--- src/rtl/btn_pkg.sv ---
// Shared definitions for the button conditioner: channel count, per-channel
// FSM encoding and a counter-width helper.
package btn_pkg;

  localparam int unsigned NUM_BTN = 4;

  typedef enum logic [1:0] {
    StIdle,
    StPressed,
    StRepeat
  } btn_state_e;

  // Width of a counter that must hold 0..n-1; never less than one bit.
  function automatic int unsigned cnt_width(input int unsigned n);
    return (n < 2) ? 1 : $clog2(n);
  endfunction

endpackage

--- src/rtl/btn_channel.sv ---
// One button: 2-flop synchronizer, counting debouncer and the press /
// long-press / auto-repeat FSM. All outputs come straight from flops.
module btn_channel
  import btn_pkg::*;
#(
  parameter int unsigned DB_CYCLES     = 1_000_000,
  parameter int unsigned HOLD_CYCLES   = 50_000_000,
  parameter int unsigned REPEAT_CYCLES = 10_000_000
) (
  input  logic clk,
  input  logic rst,
  input  logic btn_raw,
  output logic btn_level,
  output logic btn_press,
  output logic btn_release,
  output logic btn_long
);

  localparam int unsigned DbW   = cnt_width(DB_CYCLES);
  localparam int unsigned HoldW = cnt_width(HOLD_CYCLES);
  localparam int unsigned RepW  = cnt_width(REPEAT_CYCLES);

  localparam logic [DbW-1:0]   DbLast   = DbW'(DB_CYCLES - 1);
  localparam logic [HoldW-1:0] HoldLast = HoldW'(HOLD_CYCLES - 1);
  localparam logic [RepW-1:0]  RepLast  = RepW'(REPEAT_CYCLES - 1);

  logic             sync1_q, sync2_q;
  logic             deb_q, deb_d;
  logic [DbW-1:0]   db_cnt_q, db_cnt_d;
  logic             level_q;
  btn_state_e       state_q, state_d;
  logic [HoldW-1:0] hold_cnt_q, hold_cnt_d;
  logic [RepW-1:0]  rep_cnt_q, rep_cnt_d;
  logic             press_q, press_d;
  logic             release_q, release_d;
  logic             long_q, long_d;
  logic             rise, fall;

  always_comb begin
    deb_d    = deb_q;
    db_cnt_d = '0;
    if (sync2_q != deb_q) begin
      if (db_cnt_q == DbLast) begin
        deb_d = ~deb_q;
      end else begin
        db_cnt_d = db_cnt_q + DbW'(1);
      end
    end
  end

  // level_q trails deb_q by one cycle so the edge pulses line up with the level change.
  assign rise = deb_q & ~level_q;
  assign fall = ~deb_q & level_q;

  always_comb begin
    state_d    = state_q;
    hold_cnt_d = hold_cnt_q;
    rep_cnt_d  = rep_cnt_q;
    press_d    = 1'b0;
    release_d  = 1'b0;
    long_d     = 1'b0;
    unique case (state_q)
      StIdle: begin
        if (rise) begin
          state_d    = StPressed;
          hold_cnt_d = '0;
          press_d    = 1'b1;
        end
      end
      StPressed: begin
        if (fall) begin
          state_d   = StIdle;
          release_d = 1'b1;
        end else if (hold_cnt_q == HoldLast) begin
          state_d   = StRepeat;
          rep_cnt_d = '0;
          long_d    = 1'b1;
          press_d   = 1'b1;
        end else begin
          hold_cnt_d = hold_cnt_q + HoldW'(1);
        end
      end
      StRepeat: begin
        // A release wins over a repeat due in the same cycle.
        if (fall) begin
          state_d   = StIdle;
          release_d = 1'b1;
        end else if (rep_cnt_q == RepLast) begin
          rep_cnt_d = '0;
          press_d   = 1'b1;
        end else begin
          rep_cnt_d = rep_cnt_q + RepW'(1);
        end
      end
      default: state_d = StIdle;
    endcase
  end

  always_ff @(posedge clk) begin
    if (rst) begin
      sync1_q    <= 1'b0;
      sync2_q    <= 1'b0;
      deb_q      <= 1'b0;
      db_cnt_q   <= '0;
      level_q    <= 1'b0;
      state_q    <= StIdle;
      hold_cnt_q <= '0;
      rep_cnt_q  <= '0;
      press_q    <= 1'b0;
      release_q  <= 1'b0;
      long_q     <= 1'b0;
    end else begin
      sync1_q    <= btn_raw;
      sync2_q    <= sync1_q;
      deb_q      <= deb_d;
      db_cnt_q   <= db_cnt_d;
      level_q    <= deb_q;
      state_q    <= state_d;
      hold_cnt_q <= hold_cnt_d;
      rep_cnt_q  <= rep_cnt_d;
      press_q    <= press_d;
      release_q  <= release_d;
      long_q     <= long_d;
    end
  end

  assign btn_level   = level_q;
  assign btn_press   = press_q;
  assign btn_release = release_q;
  assign btn_long    = long_q;

endmodule

--- src/rtl/btn_conditioner.sv ---
// Board button conditioner: NUM_BTN independent debounced channels producing
// level, press/auto-repeat, release and long-press signals.
module btn_conditioner
  import btn_pkg::*;
#(
  parameter int unsigned DB_CYCLES     = 1_000_000,
  parameter int unsigned HOLD_CYCLES   = 50_000_000,
  parameter int unsigned REPEAT_CYCLES = 10_000_000
) (
  input  logic               clk,
  input  logic               rst,
  input  logic [NUM_BTN-1:0] btn_raw,
  output logic [NUM_BTN-1:0] btn_level,
  output logic [NUM_BTN-1:0] btn_press,
  output logic [NUM_BTN-1:0] btn_release,
  output logic [NUM_BTN-1:0] btn_long
);

  for (genvar g = 0; g < NUM_BTN; g++) begin : g_chan
    btn_channel #(
      .DB_CYCLES    (DB_CYCLES),
      .HOLD_CYCLES  (HOLD_CYCLES),
      .REPEAT_CYCLES(REPEAT_CYCLES)
    ) u_chan (
      .clk        (clk),
      .rst        (rst),
      .btn_raw    (btn_raw[g]),
      .btn_level  (btn_level[g]),
      .btn_press  (btn_press[g]),
      .btn_release(btn_release[g]),
      .btn_long   (btn_long[g])
    );
  end

endmodule

--- config.mk ---
export PLATFORM = sky130hd
export DESIGN_NAME = btn_conditioner
export DESIGN_NICKNAME = d
export VERILOG_FILES = /design/src/rtl/btn_pkg.sv /design/src/rtl/btn_channel.sv /design/src/rtl/btn_conditioner.sv
export SDC_FILE = /design/constraint.sdc
export NUM_CORES = 1
export LEC_CHECK = 0
export BUFFER_PORTS_ARGS = -buffer_cell sky130_fd_sc_hd__buf_4
export CORE_MARGIN = 4
export CORE_UTILIZATION = 55
export CTS_BUF_LIST = sky130_fd_sc_hd__clkbuf_8 sky130_fd_sc_hd__clkbuf_16
export CTS_CLUSTER_SIZE = 30
export DETAILED_ROUTE_END_ITERATION = 10
export PLACE_DENSITY = 0.82
export SYNTH_ARGS = -nofsm -noshare
export SYNTH_HDL_FRONTEND = slang
export SYNTH_SLANG_ARGS = --single-unit
--- constraint.sdc ---
create_clock -name clk -period 3.1 [get_ports clk]
set_input_delay 0.31 -clock clk [delete_from_list [all_inputs] [get_ports clk]]
set_output_delay 0.31 -clock clk [all_outputs]
set_load 0.1 [all_outputs]
==> results.json <==
{
  "nets": 1974,
  "rsz0062_at_grt": "false",
  "worst_pin_slew_ns": 1.188,
  "num_vias": 13900,
  "power_uw": 8792,
  "fp-row-count": 61,
  "synthTopCellsByArea": "dfxtp_1 (40%), nor2_1 (6.9%), xnor2_1 (6.1%)",
  "ant_nets": 0,
  "via_per_inst": 5.934,
  "status": "finished, final reports clean",
  "io_buffers": 21,
  "dpl_cell_area_um2": 16160,
  "cp-end-kind": "flop",
  "cp.required_ns": 3.53,
  "setup_ws_ns": 0.2156,
  "grt_pass1_vias": 12960,
  "crit_path_start_kind": "flop",
  "die_w_um": 176.9,
  "cts_buffer_depth": 3,
  "period_share_pct": 93.04,
  "drv_cap": 0,
  "synth_ff_type": "dfxtp_1",
  "leakagePower_uw": 0.005606,
  "place_hpwl_um": 23030,
  "clkSinkCount": 316,
  "grt_max_degree": 42,
  "fin_tns_setup_ns": 0,
  "wl_um": 34570,
  "dieArea_um2": 31280,
  "synth_cell_type_count": 68,
  "crit_type": "flop to flop",
  "postLayoutCellArea_um2": 17380,
  "slew_violations": 0,
  "yosysMostFrequentCell": "dfxtp_1",
  "die_h_um": 176.9,
  "fin_worst_skew_ns": 0.01208,
  "fin_crit_ns": 2.884,
  "synth_edf_count": 0,
  "synth_nets": 1978,
  "wire_per_inst_um": 14.76,
  "clk_pin_slew_ns": 0.06,
  "drt_first_iter_violations": 1288,
  "cts_tree": "done",
  "fmax_ghz": 0.3467,
  "firstDrtPassIters": 7,
  "cts_hold_buf": 0,
  "grt_pass1_wl_um": 59600,
  "drive_gt1_share_pct": 7.230,
  "ys_ff_latch": 316,
  "slew_headroom_pct": 20.79,
  "syn_area_per_cell_um2": 8.067,
  "n_antenna_cell": 0,
  "synthArstFlopShare_pct": 0,
  "p_per_area_nw_per_um2": 505.8,
  "syn2layout_area_growth_pct": 10.85,
  "ctsRootBufferMaster": "clkbuf_16",
  "finalHoldViolCount": 0,
  "htreeDepth": 2,
  "ir_worst_vdd_mv": 0.4819,
  "synth_top_area_cell": "dfxtp_1",
  "pre_cts_slack_ns": 0.2322,
  "cts_buffers": 35,
  "gp_congestion": 0.9051,
  "ios": 22,
  "arrival_ns": 3.31,
  "clkLatencyLatePin_ns": 0.51,
  "start_util_pct": 56.14,
  "hold_class": "primary input to flop",
  "path_max_fanout": 16,
  "synth_top_area_share_pct": 40.34,
  "finish.utilization_pct": 62.23,
  "ys_warn_count": 0,
  "drc": 0,
  "grt_overflow": 0,
  "cts_setup_buffers": 0,
  "cts_resized": 0,
  "finalSetupViolCount": 0,
  "antenna_found_initial": 0,
  "synth_area_um2": 15680,
  "grt_use_total_pct": 21.66,
  "yosys-top-cells-count": "dfxtp_1 (316), nor2_1 (290), nand2_1 (164), nand3_1 (130), xnor2_1 (109)",
  "synth-seq-area-share_pct": 40.34,
  "core_area_um2": 27930,
  "syn_inst": 1944
}
[worst paths after layout]
kind	end	depth (start not counted)	from	slack [ns]
max reg2reg	g_chan[0].u_chan.hold_cnt_q[25]	7	g_chan[0].u_chan.hold_cnt_q[0]	0.22
min reg2reg	g_chan[0].u_chan.sync2_q	1	g_chan[0].u_chan.sync1_q	0.44
min	g_chan[0].u_chan.sync1_q	2	btn_raw[0]	0.02
max	g_chan[0].u_chan.hold_cnt_q[25]	7	g_chan[0].u_chan.hold_cnt_q[0]	0.22
[report_power, final]
group / total (uW) / internal (uW) / switching (uW) / leakage [uW]
sequential: 4090 / 4070 / 12.9 / 0.00255
clock: 4360 / 2700 / 1660 / 0.000613
combinational: 347 / 106 / 240 / 0.00245
[critical path: stages (launching register included)]
cell and delay [ns]:
dfxtp_1 0.41, ha_1 0.27, nand4_2 0.17, nor4_4 0.45, a211oi_1 0.15, or4_1 0.85
and3_1 0.30, a211oi_1 0.19
[per-stage QoR]
stage          hold WS (ns)  instances
2_1_floorplan        0.4138       1944
3_3_place_gp         0.4220       2281
3_5_place_dp         0.4324       2281
4_1_cts            0.006912       2342
5_1_grt             0.01642       2342
6_report            0.01779       2342
[state kept, by name, indices dropped and copies added (netlist names)]
register,count
g_chan.u_chan.hold_cnt_q,104
g_chan.u_chan.db_cnt_q,80
g_chan.u_chan.sync1_q,4
g_chan.u_chan.rep_cnt_q,96
g_chan.u_chan.btn_press,4
g_chan.u_chan.state_q,8
g_chan.u_chan.deb_q,4
g_chan.u_chan.btn_level,4
g_chan.u_chan.btn_release,4
g_chan.u_chan.btn_long,4
g_chan.u_chan.sync2_q,4
[cells in the final DEF (no fill, tap or decap), types with 10 or more instances in the layout]
master,Yosys,final
nor4_1,52,52
a21oi_1,86,86
a31oi_1,29,28
or4_1,14,14
xor2_1,46,46
a21o_1,10,10
nand2b_1,13,13
ha_1,28,28
nor2b_1,26,26
nand3_1,130,130
and2_1,13,13
mux2i_1,17,17
nor4b_1,24,24
or3_1,15,15
o31ai_1,14,14
xnor2_1,109,109
nor3_1,71,71
o21ai_0,85,85
nand4_1,59,59
clkbuf_16,0,37
and4_1,17,17
nand2_1,164,164
nor2_1,290,290
dfxtp_1,316,316
a211oi_1,10,10
inv_1,43,45
buf_4,16,58
a311oi_1,17,17
and3_1,41,41
[layer usage]
layer / up-vias / global-route usage, % / part of all wire (%)
met3: 68 / 3.140 / 5.5
met4: 0 / 6.157 / 1.9
li1: 6935 / - / -
met5: - / 0 / 0
met2: 403 / 36.37 / 47
met1: 6492 / 29.21 / 46
[cell families (layout without fill, tap and decap cells)]
logic type      count (synthesis)  in the layout  share of synthesized area, %
simple gates                  970            970                         31.26
flops                         316            316                         40.34
compound gates                315            315                         12.55
xor+xnor                      155            155                         8.657
buf+inv                       143            163                         3.870
fa+ha+maj                      28             28                         2.234
mux                            17             17                         1.085
[final cells by class]
cell class / instances / area (um^2)
clock buffer: 42 / 994.7
fill: 2383 / 10550
clock inverter: 19 / 226.5
tap: 378 / 473.0
timing repair buffer: 58 / 435.4
inverter: 44 / 165.2
multi-input combinational: 1485 / 8762
sequential: 316 / 6326
No activity file was read; power rests on OpenSTA's default activity.
